File: config.mk
export PLATFORM = sky130hd
export DESIGN_NAME = quat_mult_sequencer
export DESIGN_NICKNAME = d
export VERILOG_FILES = /design/src/rtl/quat_mult_sequencer.sv
export SDC_FILE = /design/constraint.sdc
export NUM_CORES = 2
export LEC_CHECK = 0
export CAP_MARGIN = 20
export CORE_MARGIN = 5
export CORE_UTILIZATION = 42
export CTS_BUF_LIST = sky130_fd_sc_hd__clkbuf_4 sky130_fd_sc_hd__clkbuf_8 sky130_fd_sc_hd__clkbuf_16
export CTS_CLUSTER_SIZE = 24
export DETAILED_ROUTE_END_ITERATION = 12
export SETUP_SLACK_MARGIN = 0.15
export SLEW_MARGIN = 20
export SYNTH_ARGS = -nofsm -noshare
export SYNTH_HDL_FRONTEND = slang
export SYNTH_SLANG_ARGS = --single-unit
export TNS_END_PERCENT = 100
File: constraint.sdc
create_clock -name clk -period 14.45 [get_ports clk]
set_clock_uncertainty 0.1 [all_clocks]
set_input_delay 3.6125 -clock clk [delete_from_list [all_inputs] [get_ports clk]]
set_output_delay 3.6125 -clock clk [all_outputs]
set_load 0.05 [all_outputs]
File: src/rtl/quat_mult_sequencer.sv
// Time-multiplexed Hamilton quaternion multiplier: C = A (x) B computed with a
// single shared signed multiplier and accumulator over 16 cycles.
module quat_mult_sequencer #(
    parameter int DATA_W = 16,
    parameter int OUT_W  = 2 * DATA_W
) (
    input  logic                     clk,
    input  logic                     rst_n,
    input  logic                     in_valid,
    output logic                     in_ready,
    input  logic signed [DATA_W-1:0] a0,
    input  logic signed [DATA_W-1:0] a1,
    input  logic signed [DATA_W-1:0] a2,
    input  logic signed [DATA_W-1:0] a3,
    input  logic signed [DATA_W-1:0] b0,
    input  logic signed [DATA_W-1:0] b1,
    input  logic signed [DATA_W-1:0] b2,
    input  logic signed [DATA_W-1:0] b3,
    output logic                     out_valid,
    input  logic                     out_ready,
    output logic signed [OUT_W-1:0]  c0,
    output logic signed [OUT_W-1:0]  c1,
    output logic signed [OUT_W-1:0]  c2,
    output logic signed [OUT_W-1:0]  c3,
    output logic                     busy
);

    typedef enum logic [1:0] {
        ST_IDLE = 2'd0,
        ST_CALC = 2'd1,
        ST_DONE = 2'd2
    } state_t;

    state_t                      state_r;
    state_t                      state_s;
    logic [3:0]                  step_r;
    logic signed [DATA_W-1:0]    a_r [0:3];
    logic signed [DATA_W-1:0]    b_r [0:3];
    logic signed [OUT_W-1:0]     acc_r [0:3];
    logic                        in_ready_r;
    logic                        out_valid_r;
    logic                        busy_r;

    logic                        accept_s;
    logic [1:0]                  idx_i_s;
    logic [1:0]                  idx_j_s;
    logic [1:0]                  idx_b_s;
    logic signed [DATA_W-1:0]    op_a_s;
    logic signed [DATA_W-1:0]    op_b_s;
    logic signed [2*DATA_W-1:0]  prod_s;
    logic signed [OUT_W-1:0]     prod_ext_s;
    logic signed [OUT_W-1:0]     term_s;

    // Negative Hamilton terms, indexed by step k = {i, j}.
    function automatic logic neg_term(input logic [3:0] k);
        logic neg;
        case (k)
            4'd1, 4'd2, 4'd3, 4'd7, 4'd9, 4'd14: neg = 1'b1;
            default:                             neg = 1'b0;
        endcase
        return neg;
    endfunction

    assign in_ready  = in_ready_r;
    assign out_valid = out_valid_r;
    assign busy      = busy_r;
    assign c0        = acc_r[0];
    assign c1        = acc_r[1];
    assign c2        = acc_r[2];
    assign c3        = acc_r[3];

    assign accept_s  = (state_r == ST_IDLE) && in_valid && in_ready_r;
    assign idx_i_s   = step_r[3:2];
    assign idx_j_s   = step_r[1:0];
    assign idx_b_s   = idx_i_s ^ idx_j_s;

    // Next-state decode of the IDLE -> CALC -> DONE sequencer.
    always_comb begin
        state_s = state_r;
        case (state_r)
            ST_IDLE: begin
                if (accept_s) state_s = ST_CALC;
                else          state_s = ST_IDLE;
            end
            ST_CALC: begin
                if (step_r == 4'd15) state_s = ST_DONE;
                else                 state_s = ST_CALC;
            end
            ST_DONE: begin
                if (out_ready) state_s = ST_IDLE;
                else           state_s = ST_DONE;
            end
            default: state_s = ST_IDLE;
        endcase
    end

    // Shared multiplier and signed partial-product term for the current step.
    always_comb begin
        op_a_s     = a_r[idx_j_s];
        op_b_s     = b_r[idx_b_s];
        prod_s     = op_a_s * op_b_s;
        prod_ext_s = OUT_W'(prod_s);
        if (neg_term(step_r)) term_s = -prod_ext_s;
        else                  term_s = prod_ext_s;
    end

    // State, step counter and registered handshake/status outputs.
    always_ff @(posedge clk or negedge rst_n) begin
        if (!rst_n) begin
            state_r     <= ST_IDLE;
            step_r      <= 4'd0;
            in_ready_r  <= 1'b0;
            out_valid_r <= 1'b0;
            busy_r      <= 1'b0;
        end else begin
            state_r     <= state_s;
            in_ready_r  <= (state_s == ST_IDLE);
            out_valid_r <= (state_s == ST_DONE);
            busy_r      <= (state_s == ST_CALC);
            if (accept_s)                  step_r <= 4'd0;
            else if (state_r == ST_CALC)   step_r <= step_r + 4'd1;
            else                           step_r <= step_r;
        end
    end

    // Operand capture and per-component accumulation; results hold until the next accept.
    always_ff @(posedge clk or negedge rst_n) begin
        if (!rst_n) begin
            for (int i = 0; i < 4; i++) begin
                a_r[i]   <= '0;
                b_r[i]   <= '0;
                acc_r[i] <= '0;
            end
        end else if (accept_s) begin
            a_r[0] <= a0;
            a_r[1] <= a1;
            a_r[2] <= a2;
            a_r[3] <= a3;
            b_r[0] <= b0;
            b_r[1] <= b1;
            b_r[2] <= b2;
            b_r[3] <= b3;
            for (int i = 0; i < 4; i++) acc_r[i] <= '0;
        end else if (state_r == ST_CALC) begin
            for (int i = 0; i < 4; i++) begin
                if (idx_i_s == 2'(i)) acc_r[i] <= acc_r[i] + term_s;
                else                  acc_r[i] <= acc_r[i];
            end
        end else begin
            for (int i = 0; i < 4; i++) acc_r[i] <= acc_r[i];
        end
    end

endmodule
==> metrics.txt <==
Starting Density=42.2%; clk slew on worst S/H paths=0.06 ns; CP Capture Type=flop; CTS tree=built; Hold Vio Cnt, Final=0; GPL Wtd Cong=0.938; total CTS buffers=34; die width=266 um; clk root buf=clkbuf_16; Tcrit/Tclk final=79.1%; Max Cap Viol=0; WL per Instance=about 18 um; Final setup viols=0; Slew @ Worst Pin=1.10 ns; critical path arrival=11.79 ns; die area=71000 um^2; initial antenna violation count=1; first-pass GRT wire length=128000 um; largest net degree at the start of global routing=about 150; ys async rst share=100%; min-delay worst type=reg2reg; outcome=finished clean; Syn Nets=3856; Top-Level Pins=263; Via density=5.22; worst hold margin=~0.37 ns; Setup Buffers After CTS=0; Area Growth Syn to Fin=16.9%; share of cells above drive strength 1=under 10%; Worst slew margin=a little over a quarter; worst path required time=14.81 ns; core area=~66000 um^2; clock sink count=265; nets@finish=around 4100; Max Slew Vio Count=0; max incr delay on CP=0.81 ns; Synth Instances=3241; cts repair resizes=0; Die Ht=266 um; crit path launch type=flop; ys flop type=dfrtp_1; final core utilization=49.3%; Final Critical Period=11.43 ns; GRT Residual Overflow=0; Max Clock Freq=0.0875 GHz; antenna viol nets, final=0; Mean Syn Cell Area=around 8.5 um^2; CTS max path bufs=3; Post-DP HPWL=63700 um; yosys warns=0; port bufs=~260; Ant. Diodes=0; cell mode on critical path=fa_1; routed wire length=79700 um; RSZ-0062 raised after global routing=no; Worst-Skew Late Latency=0.55 ns; Critical-path top delay cell=o21ai_1; Netlist cell types=between 80 and 90; crit path kind=reg2reg; Mapped Area=~28000 um^2; H-tree level count=2; DR iter-0 viols=1494; sequential element share of the synthesized area=24.0%; via count=approximately 23000; crit-path max FO=36; synthesis-stage register bit count=265; EDFF count, synth=0; drt drc=0; Initial DRT Pass Iterations=5; Tot GR Track Use=approximately 22%; num rows=between 90 and 100; Post-CTS Hold Buffers=0; setup_tns=0 ns; vias in the first global route=approximately 23000
==> state kept, by name, summed over array words and instances (netlist names) <==
register and cells:
c2 32, busy 1, step_r 4, c1 32
in_ready 1, out_valid 1, c3 32, b_r 64
c0 32, a_r 64, state_r 2
==> cells by family (layout without fill, tap and decap cells) <==
group	after synthesis	count (layout)	synth area share, %
compound gates	589	589	13.6
simple gates	1193	1193	18.7
buf+inv	495	717	6.80
flops	265	265	24.0
fa+ha+maj	483	483	29.1
mux	45	45	2.20
xor+xnor	171	171	5.60
==> layout by cell type (no fill, tap or decap), types with 5 or more instances in the layout <==
| cell type | synthesis | final |
|---|---|---|
| nor2_1 | 183 | 183 |
| dfrtp_1 | 265 | 264 |
| nand2_1 | 661 | 661 |
| xnor2_1 | 88 | 88 |
| o31ai_1 | 16 | 16 |
| o21bai_1 | 18 | 18 |
| mux2i_1 | 19 | 19 |
| o21ai_1 | 18 | 17 |
| a21boi_0 | 5 | 5 |
| buf_4 | 3 | 31 |
| clkbuf_4 | 0 | 7 |
| nand4_1 | 17 | 17 |
| nand2b_1 | 21 | 21 |
| a211oi_1 | 16 | 16 |
| nand3_1 | 164 | 161 |
| or3_1 | 15 | 14 |
| clkdlybuf4s50_1 | 0 | 261 |
| o211ai_1 | 10 | 10 |
| clkbuf_16 | 0 | 35 |
| mux4_2 | 11 | 11 |
| a21o_1 | 53 | 53 |
| and2_1 | 34 | 34 |
| nor4_1 | 6 | 6 |
| nor2b_1 | 23 | 23 |
| a211o_1 | 5 | 5 |
| o2111ai_1 | 7 | 7 |
| o21a_1 | 45 | 45 |
| ha_1 | 217 | 217 |
| fa_1 | 266 | 266 |
| mux2_2 | 15 | 15 |
| clkbuf_8 | 0 | 8 |
| clkinv_2 | 0 | 6 |
| a21oi_1 | 128 | 128 |
| xor2_1 | 78 | 77 |
| a31oi_1 | 17 | 17 |
| o21ai_0 | 188 | 187 |
| nor3_1 | 25 | 25 |
| and3_1 | 18 | 17 |
| inv_1 | 361 | 361 |
| or2_2 | 7 | 7 |
==> cell usage after synthesis (all sizes together) (19+ instances only) <==
| cell type | n | area, um^2 |
|---|---|---|
| nand2 | 661 | 2480 |
| inv | 361 | 1360 |
| fa | 266 | 5330 |
| dfrtp | 265 | 6630 |
| ha | 217 | 2720 |
| o21ai | 209 | 1060 |
| nor2 | 183 | 687 |
| nand3 | 164 | 821 |
| a21oi | 130 | 658 |
| clkbuf | 110 | 413 |
| xnor2 | 90 | 803 |
| xor2 | 79 | 699 |
| a21o | 53 | 398 |
| o21a | 45 | 338 |
| and2 | 34 | 213 |
| nor3 | 25 | 125 |
| buf | 24 | 110 |
| nor2b | 24 | 158 |
| nand2b | 21 | 131 |
| o21bai | 20 | 158 |
| mux2i | 19 | 190 |
==> final timing paths <==
path | from | end | slack [ns] | cells past startpoint
max in group asynchronous | rst_n | a_r[27]$_DFFE_PN0P_ | 9.75 | 2
hold / removal | a_r[40]$_DFFE_PN0P_ | a_r[40]$_DFFE_PN0P_ | 0.37 | 2
min in group asynchronous | rst_n | c3[25]$_DFFE_PN0P_ | 3.06 | 1
setup / recovery | step_r[0]$_DFFE_PN0P_ | c1[31]$_DFFE_PN0P_ | 3.02 | 40
setup reg to reg | step_r[0]$_DFFE_PN0P_ | c1[31]$_DFFE_PN0P_ | 3.02 | 40
hold reg to reg | a_r[40]$_DFFE_PN0P_ | a_r[40]$_DFFE_PN0P_ | 0.37 | 2
==> worst max-delay path: cells and delay by family, from the launching register on <==
kind                     cells  cell delay [ns]
AO/OA/AOI/OAI               14             4.10
XOR/XNOR                     3             0.98
adder cells (fa/ha/maj)      8             3.71
buffers and inverters        6             0.93
flip-flops                   1             0.38
multiplexers                 1             0.17
AND/OR/NAND/NOR              8             0.95
==> routing by layer <==
| layer | part of all wire (%) | track usage (%) | vias up |
|---|---|---|---|
| li1 | - | - | 11101 |
| met1 | 46 | 31.5 | 10728 |
| met2 | 45 | 35.4 | 624 |
| met3 | 6.2 | 4.25 | 122 |
| met4 | 2.9 | 5.68 | 2 |
| met5 | 0.014 | 0 | - |
==> final cells by class <==
cell class / count / area (um^2)
Fill cell: 6298 / 33200
Multi-Input combinational cell: 2481 / 19200
Sequential cell: 265 / 6630
Timing Repair Buffer: 294 / 2880
Inverter: 361 / 1360
Tap cell: 864 / 1080
Clock buffer: 50 / 1040
Clock inverter: 12 / 136
==> stage by stage <==
| stage | std cells | area (um^2) | setup WS [ns] |
|---|---|---|---|
| after floorplan | 3241 | 27600 | 4.08 |
| after global placement | 4265 | 31100 | 3.18 |
| after detailed placement | 4265 | 31100 | 2.98 |
| after CTS | 4327 | 32300 | 2.96 |
| after global routing | 4327 | 32300 | 2.34 |
| final | 4327 | 32300 | 3.02 |
Power is left out: the tool's default activity adds up to more than one toggle a clock period on the data nets, which glitch-free logic cannot reach.
